`config.mk`:
```
export PLATFORM = sky130hd
export DESIGN_NAME = uart_tx_cfg
export DESIGN_NICKNAME = d
export VERILOG_FILES = /design/src/rtl/uart_tx_cfg.sv
export SDC_FILE = /design/constraint.sdc
export NUM_CORES = 1
export LEC_CHECK = 0
export CORE_UTILIZATION = 67
export DETAILED_ROUTE_END_ITERATION = 12
export DONT_BUFFER_PORTS = 1
export PLACE_DENSITY = 0.83
export SLEW_MARGIN = 20
export SYNTH_ARGS = -nofsm -noshare
export SYNTH_HDL_FRONTEND = slang
export SYNTH_SLANG_ARGS = --single-unit
```
`constraint.sdc`:
```
create_clock -name clk -period 4.5 [get_ports clk]
set_input_delay 0.45 -clock clk [delete_from_list [all_inputs] [get_ports clk]]
set_output_delay 0.45 -clock clk [all_outputs]
set_load 0.005 [all_outputs]
```
`src/rtl/uart_tx_cfg.sv`:
```
// UART transmitter with configurable data bits, parity and stop bits, fed by a
// small input FIFO so that queued words leave back-to-back on the TXD line.
module uart_tx_cfg #(
  parameter int CLKS_PER_BIT = 1085,
  parameter int CNT_W        = 11,
  parameter int DATA_BITS    = 8,
  parameter int PARITY       = 0,
  parameter int STOP_BITS    = 1,
  parameter int FIFO_DEPTH   = 4
) (
  input  logic                          clk,
  input  logic                          rst,
  input  logic                          i_valid,
  input  logic [DATA_BITS-1:0]          i_data,
  output logic                          o_ready,
  output logic                          o_tx_serial,
  output logic                          o_busy,
  output logic                          o_done,
  output logic [$clog2(FIFO_DEPTH):0]   o_level
);

  localparam int PTR_W = $clog2(FIFO_DEPTH);
  localparam int LVL_W = PTR_W + 1;
  localparam int IDX_W = $clog2(DATA_BITS);

  localparam logic [CNT_W-1:0] CNT_LAST  = CNT_W'(CLKS_PER_BIT - 1);
  localparam logic [IDX_W-1:0] DATA_LAST = IDX_W'(DATA_BITS - 1);
  localparam logic [IDX_W-1:0] STOP_LAST = IDX_W'(STOP_BITS - 1);
  localparam logic [LVL_W-1:0] LVL_FULL  = LVL_W'(FIFO_DEPTH);

  typedef enum logic [2:0] {
    S_IDLE,
    S_START,
    S_DATA,
    S_PARITY,
    S_STOP
  } state_t;

  logic [DATA_BITS-1:0] r_mem [FIFO_DEPTH];
  logic [PTR_W-1:0]     r_wr_ptr;
  logic [PTR_W-1:0]     r_rd_ptr;
  logic [LVL_W-1:0]     r_level;

  state_t               r_state;
  logic [CNT_W-1:0]     r_cnt;
  logic [IDX_W-1:0]     r_bit_idx;
  logic [DATA_BITS-1:0] r_shreg;
  logic                 r_par;
  logic                 r_tx;
  logic                 r_busy;
  logic                 r_done;

  logic                 w_push;
  logic                 w_pop;
  logic                 w_empty;
  logic                 w_bit_end;
  logic [DATA_BITS-1:0] w_head;

  assign o_ready     = (r_level != LVL_FULL);
  assign w_empty     = (r_level == '0);
  assign w_push      = i_valid && o_ready;
  assign w_pop       = (r_state == S_IDLE) && !w_empty;
  assign w_head      = r_mem[r_rd_ptr];
  assign w_bit_end   = (r_cnt == CNT_LAST);

  assign o_tx_serial = r_tx;
  assign o_busy      = r_busy;
  assign o_done      = r_done;
  assign o_level     = r_level;

  // FIFO storage: the word is captured at the handshake, so later i_data changes are harmless
  always_ff @(posedge clk) begin
    if (w_push) begin
      r_mem[r_wr_ptr] <= i_data;
    end
  end

  always_ff @(posedge clk) begin
    if (rst) begin
      r_wr_ptr <= '0;
      r_rd_ptr <= '0;
      r_level  <= '0;
    end else begin
      if (w_push) begin
        r_wr_ptr <= r_wr_ptr + 1'b1;
      end
      if (w_pop) begin
        r_rd_ptr <= r_rd_ptr + 1'b1;
      end
      case ({w_push, w_pop})
        2'b10:   r_level <= r_level + 1'b1;
        2'b01:   r_level <= r_level - 1'b1;
        default: ;
      endcase
    end
  end

  // Line is driven from the state of the previous cycle, so every bit lags its state by one clk
  always_ff @(posedge clk) begin
    if (rst) begin
      r_state   <= S_IDLE;
      r_cnt     <= '0;
      r_bit_idx <= '0;
      r_tx      <= 1'b1;
      r_busy    <= 1'b0;
      r_done    <= 1'b0;
    end else begin
      r_done <= 1'b0;
      r_cnt  <= w_bit_end ? '0 : r_cnt + 1'b1;
      case (r_state)
        S_IDLE: begin
          r_tx      <= 1'b1;
          r_cnt     <= '0;
          r_bit_idx <= '0;
          if (!w_empty) begin
            r_shreg <= w_head;
            r_par   <= (PARITY == 1) ? ~^w_head : ^w_head;
            r_state <= S_START;
            r_busy  <= 1'b1;
          end
        end
        S_START: begin
          r_tx <= 1'b0;
          if (w_bit_end) begin
            r_state <= S_DATA;
          end
        end
        S_DATA: begin
          r_tx <= r_shreg[0];
          if (w_bit_end) begin
            r_shreg <= r_shreg >> 1;
            if (r_bit_idx == DATA_LAST) begin
              r_bit_idx <= '0;
              r_state   <= (PARITY != 0) ? S_PARITY : S_STOP;
            end else begin
              r_bit_idx <= r_bit_idx + 1'b1;
            end
          end
        end
        S_PARITY: begin
          r_tx <= r_par;
          if (w_bit_end) begin
            r_state <= S_STOP;
          end
        end
        S_STOP: begin
          r_tx <= 1'b1;
          // bit index doubles as the stop-bit counter
          if (w_bit_end) begin
            if (r_bit_idx == STOP_LAST) begin
              r_bit_idx <= '0;
              r_state   <= S_IDLE;
              r_busy    <= 1'b0;
              r_done    <= 1'b1;
            end else begin
              r_bit_idx <= r_bit_idx + 1'b1;
            end
          end
        end
        default: begin
          r_state <= S_IDLE;
          r_busy  <= 1'b0;
        end
      endcase
    end
  end

endmodule

```
-- Yosys cells after proc, flatten, opt, wreduce, memory -nomap -nowiden
Memory sizes are Yosys's and may differ from the RTL's. A register that Yosys moved wholly into a read port is not among the register bits.
Cells that the tools add are included.
Widths: inputs -> output; s select.
- memories: 1
- register bits: 36
- output and inout port bits: 7
- memory bits (writable): 32
- word-level logic and storage cells: 86
- memory list (name ; depth ; width ; read ports ; clocked after Yosys merged registers in ; wr ports ; RTL line ; source):
    r_mem ; 4 ; 8 ; 1 ; 1 ; 1 ; 39 ; logic [DATA_BITS-1:0] r_mem [FIFO_DEPTH];
- mux-type cells: 27
- eq/ne operators: 16
- bitwise logic cells: 5
- add/sub/neg operators: 6
- reduce and logical (&&, ||, !) cells: 20
- operator list (cell ; count):
    $mux 3 ; 11
    $mux 8 ; 2
    $pmux 8 s2 ; 1
    $pmux 3 s5 ; 1
    $ne 2x2->1 const B ; 7
    $add 11x1->11 const B ; 1
    $eq 11x11->1 const B ; 1
    $logic_not 3->1 ; 3
    $pmux 3 s3 ; 1
    $reduce_or 3->1 ; 3
    $reduce_and 4->1 ; 2
    $reduce_xor 8->1 ; 1
    $reduce_and 7->1 ; 1
    $add 3x1->3 const B ; 2
    $eq 3x2->1 const B ; 2
    $eq 3x3->1 const B ; 2
    $mux 1 ; 6
    $pmux 3 s2 ; 1
    $reduce_and 3->1 ; 2
    $not 1->1 ; 5
    $add 2x1->2 const B ; 2
    $mux 2 ; 2
    $pmux 1 s4 ; 1
    $reduce_bool 2->1 ; 2
    11 further kinds ; 12

-- Longest topological paths before layout
- depth in word-level cells: 5
- depth in mapped cells: 10
- mapped depth without buffers: 9

-- Worst setup path before layout
Ideal clock, no wire load.
- kind: register to register
- start point: register r_level[2] (netlist: o_level[2])
- end point: register r_level[2] (netlist: o_level[2])
- path slack: 2209 ps
- setup time: 71 ps
- cell stages (with the launch flop): 10
- data arrival time: 2220 ps
- clock period less this slack: 2291 ps
- cells stage by stage: dfxtp_1 > or3b_1 > and2_1 > inv_1 > ha_1 > inv_1 > fa_1 > xor2_1 > or3_1 > a21oi_1
- RTL lines (item ; RTL line ; source):
    start: declaration ; 42 ; logic [LVL_W-1:0] r_level;
    start signal: assignment ; 91 ; 2'b10: r_level <= r_level + 1'b1;
    start signal: assignment ; 92 ; 2'b01: r_level <= r_level - 1'b1;
    $ne 3x3->1 * ; 59 ; assign o_ready = (r_level != LVL_FULL);
    net o_ready ; 15 ; output logic o_ready,
    $logic_and 1x1->1 * ; 61 ; assign w_push = i_valid && o_ready;
    $eq 2x1->1 or $eq 2x2->1 (tied branches) ; 90 ; case ({w_push, w_pop})
    $pmux 3 s2 or $reduce_bool 2->1 (tied branches) ; -- ;
Mark *: on every way through the listed nets, which the timed path passes. The rest lies on a longest branch.
A chain may end at the register's enable or synchronous reset.

-- Final worst setup path
- start point: register r_state[0]
- end point: register r_level[2] (netlist: o_level[2])
- longest elaborated chain between the ends: 4
- RTL lines (item ; RTL line ; source):
    start: declaration ; 44 ; state_t r_state;
    start signal: assignment ; 134 ; r_state <= (PARITY != 0) ? S_PARITY : S_STOP;
    $logic_not 3->1 * ; 62 ; assign w_pop = (r_state == S_IDLE) && !w_empty;
    $logic_and 1x1->1 * ; 62 ;
    net w_pop ; 54 ; logic w_pop;
    $eq 2x1->1 or $eq 2x2->1 (tied branches) ; 90 ;
    $pmux 3 s2 or $reduce_bool 2->1 (tied branches) ; -- ;
Marks and branches as above.

==> flow_metrics.py <==
metrics = {
    "clock_network": {
        "worst_skew_pair.late_latency_ns": 0.34,
        "cts_max_path_bufs": 2,
        "cts.repair.resized": 0,
        "cts_sinks": 70,
        "htree_levels": 3,
        "clkSlewWorstSetupHoldPaths_ns": 0.08,
        "cts_made_buffers": 9,
        "tritoncts": "yes",
        "post_cts_hold_buffer_count": 0,
        "ctsRootBufferMaster": "clkbuf_8",
        "cts_setup_buffers": 0,
    },
    "synth": {
        "synthesis.instances": 232,
        "synth_top_area_share_pct": 39.9,
        "post_synthesis_cell_type_with_the_largest_combined_area": "edfxtp_1",
        "mappedNetlistArea_um2": 3090,
        "synthesis.area_per_instance_um2": 13.3,
        "async_reset_ff_share_pct": 0,
        "synth_fp_nets": 254,
        "synth.cells.most_frequent": "edfxtp_1 (41), dfxtp_1 (29), nor2_1 (22)",
        "synth_top_area_cells": "edfxtp_1 (40%), dfxtp_1 (19%), mux4_2 (5.8%)",
        "most_repeated_cell_in_the_gate_level_netlist_after_synthesis": "edfxtp_1",
        "synth.yosys.warnings": 0,
        "synth_ff_type": "edfxtp_1",
        "synth-seq-cells": 70,
        "netlist-cell-type-count": 49,
        "sequential_to_total_area_share_from_yosys_stat_pct": 58.7,
        "synth-edff-count": 41,
    },
    "floorplanning": {
        "number_of_top_level_pins": 18,
        "start_util_pct": 70.4,
        "floorplan.die_area_um2": 4880,
        "die_w_um": 69.9,
        "die_h_um": 69.9,
        "coreArea_um2": 4380,
        "rows": 24,
    },
    "timing": {
        "max_clock_freq_mhz": 385,
        "worst_clock_skew_ns": 0.00922,
        "timing.final.ws_setup_ns": 1.90,
        "maxSlewViolCount": 0,
        "final-hold-violation-count": 0,
        "final.setup.tns_ns": 0,
        "tightestPinTransition_ns": 0.809,
        "finalCritPeriodShare_pct": 57.7,
        "timing.final.setup_violations": 0,
        "rsz0062_at_grt": "no",
        "slew-limit-headroom_pct": 45.6,
        "timing.final.crit_period_ns": 2.60,
    },
    "run": {
        "max-cap-violations": 0,
    },
    "cells_and_area": {
        "p_r_area_growth_vs_syn_pct": 6.16,
        "post_layout_nonfiller_instances": 291,
        "layout_cell_share_with_drive_strength_beyond_1_pct": 16.7,
        "antenna_cells_inserted": 0,
        "design.final.nets": 256,
    },
    "hold_path": {
        "min_path_type": "input port to flop",
        "whs_endpoint": "r_wr_ptr[1]",
        "whs_path_depth": 1,
        "worst_hold_startpoint": "rst",
    },
    "worst_setup_path": {
        "crit_top_cell": "inv_1",
        "critical-path-max-stage-delay_ns": 0.45,
        "regToRegEndpoint": "o_level[2]",
        "regToRegSetupSlack_ns": 1.90,
        "setup.worst_path.end_class": "flop",
        "kind_of_start_point_of_the_critical_path": "flop",
        "worst_r2r_startpoint": "r_state[0]",
        "critPathMaxFanout": 14,
        "critPathKind": "flop to flop",
        "worst_r2r_path_depth": 9,
        "startpoint": "r_state[0]",
        "crit_arrival_ns": 2.86,
        "timing.critical_path.cells": "nor3_1, o31ai_1, inv_1, ha_1, inv_1, fa_1, xor2_1, or3_1, a21oi_1",
        "cp.required_ns": 4.76,
        "worst_path_max_delay_cell": "dfxtp_1",
    },
    "global_route": {
        "grt.total_usage_pct": 23.4,
        "grt_pass1_wl_mm": 8.50,
        "grt_max_degree": 21,
        "first_global_vias": 1863,
        "grt_overflow_total": 0,
        "antenna_found_initial": 0,
    },
    "placed_design": {
        "port_buffers": 0,
        "post-dp-hpwl_mm": 3.66,
        "post-place-cells": 275,
        "routabilityCongestion": 0.883,
        "dp_slack_ns": 1.93,
    },
    "routing": {
        "wl_mm": 5.18,
        "drt-initial-drc-count": 63,
        "firstDrtPassIters": 4,
        "drt-vias-per-instance": 6.06,
        "routedWlPerCell_um": 17.8,
        "vias": 1764,
        "ant_nets": 0,
        "drcViolationCount": 0,
    },
    "power_and_ir_drop": {
        "p_per_area_nw_per_um2": 549,
        "total_power_uw": 1800,
        "power.ir.vdd_worst_mv": 0.372,
        "power.static_leakage_uw": 0.00109,
    },
    "status": {
        "outcome": "completed",
    },
}
[area by class of cell]
type                       count  area, µm²
sequential                    70       1810
multi-input combinational    139       1170
fill                         276       1110
clock buffer                   9        124
tap                           52       65.1
clock inverter                 7       55.1
inverter                      14       52.6
[flip-flops by register name, indices dropped and copies added, names as in the netlist, named ones only]
name / flops
r_shreg: 8
r_rd_ptr: 2
r_par: 1
r_cnt: 11
r_bit_idx: 3
o_tx_serial: 1
o_busy: 1
r_state: 3
r_mem: 32
o_done: 1
o_level: 3
r_wr_ptr: 2
[where the power goes]
part / internal, µW / switching, µW
Sequential: 798 / 86.1
Combinational: 230 / 233
Clock: 205 / 247
[routing by layer]
metal | wire [µm] | vias up | share of wire (%) | GRT usage [%]
li1 | - | 844 | - | -
met3 | 306 | 2 | 5.9 | 8.51
met1 | 2240 | 867 | 43 | 28.5
met5 | 0 | - | 0 | 0
met4 | 15 | 0 | 0.29 | 8.22
met2 | 2620 | 51 | 51 | 38.5
[how the worst max path moves through the flow]
stage / endpoint / slack, ns / depth (start not counted)
floorplan: o_level[2] / 2.21 / 9
global placement: o_level[2] / 2.13 / 9
detailed placement: o_level[2] / 1.93 / 9
CTS: o_level[2] / 1.92 / 9
global route: o_level[2] / 1.74 / 9
finish: o_level[2] / 1.90 / 9
[worst max-delay path: cells and delay by family, from the launching register on]
| family | cells | cell delay, ns |
|---|---|---|
| AND/OR/NAND/NOR | 2 | 0.71 |
| XOR/XNOR | 1 | 0.17 |
| adder cells (fa/ha/maj) | 2 | 0.56 |
| AO/OA/AOI/OAI | 2 | 0.46 |
| flip-flops | 1 | 0.45 |
| buffers and inverters | 2 | 0.17 |
[logic make-up (layout without fill, tap and decap cells)]
| group | count (synthesis) | in the layout | share of synthesized area, % |
|---|---|---|---|
| DFF | 70 | 70 | 58.7 |
| and+or+nand+nor | 64 | 64 | 12.0 |
| AOI/OAI and AO/OA | 29 | 29 | 6.53 |
| buffers and inverters | 23 | 30 | 3.45 |
| xor gates and xnor gates | 19 | 19 | 5.88 |
| muxes | 16 | 16 | 8.72 |
| adders and majority gates | 11 | 11 | 4.70 |
[through the flow]
step	instance area, µm²	hold slack (ns)	util, %
2_1_floorplan	3090	0.452	-
3_3_place_gp	3100	0.472	70.7
3_5_place_dp	3100	0.487	70.7
4_1_cts	3280	0.158	74.7
5_1_grt	3280	0.160	74.7
6_report	3280	0.173	74.7
[placed cells by master (no fill, tap or decap), types with 7 or more instances in the layout]
master / Yosys / final
xnor2_1: 7 / 7
xor2_1: 10 / 10
mux2_2: 7 / 7
nand2_1: 8 / 8
edfxtp_1: 41 / 41
clkbuf_8: 0 / 9
inv_1: 14 / 14
dfxtp_1: 29 / 29
o21ai_0: 9 / 9
a21oi_1: 9 / 9
nor2_1: 22 / 22
ha_1: 10 / 10
mux4_2: 8 / 8
Note: power is estimated with default switching activity, not from simulation.
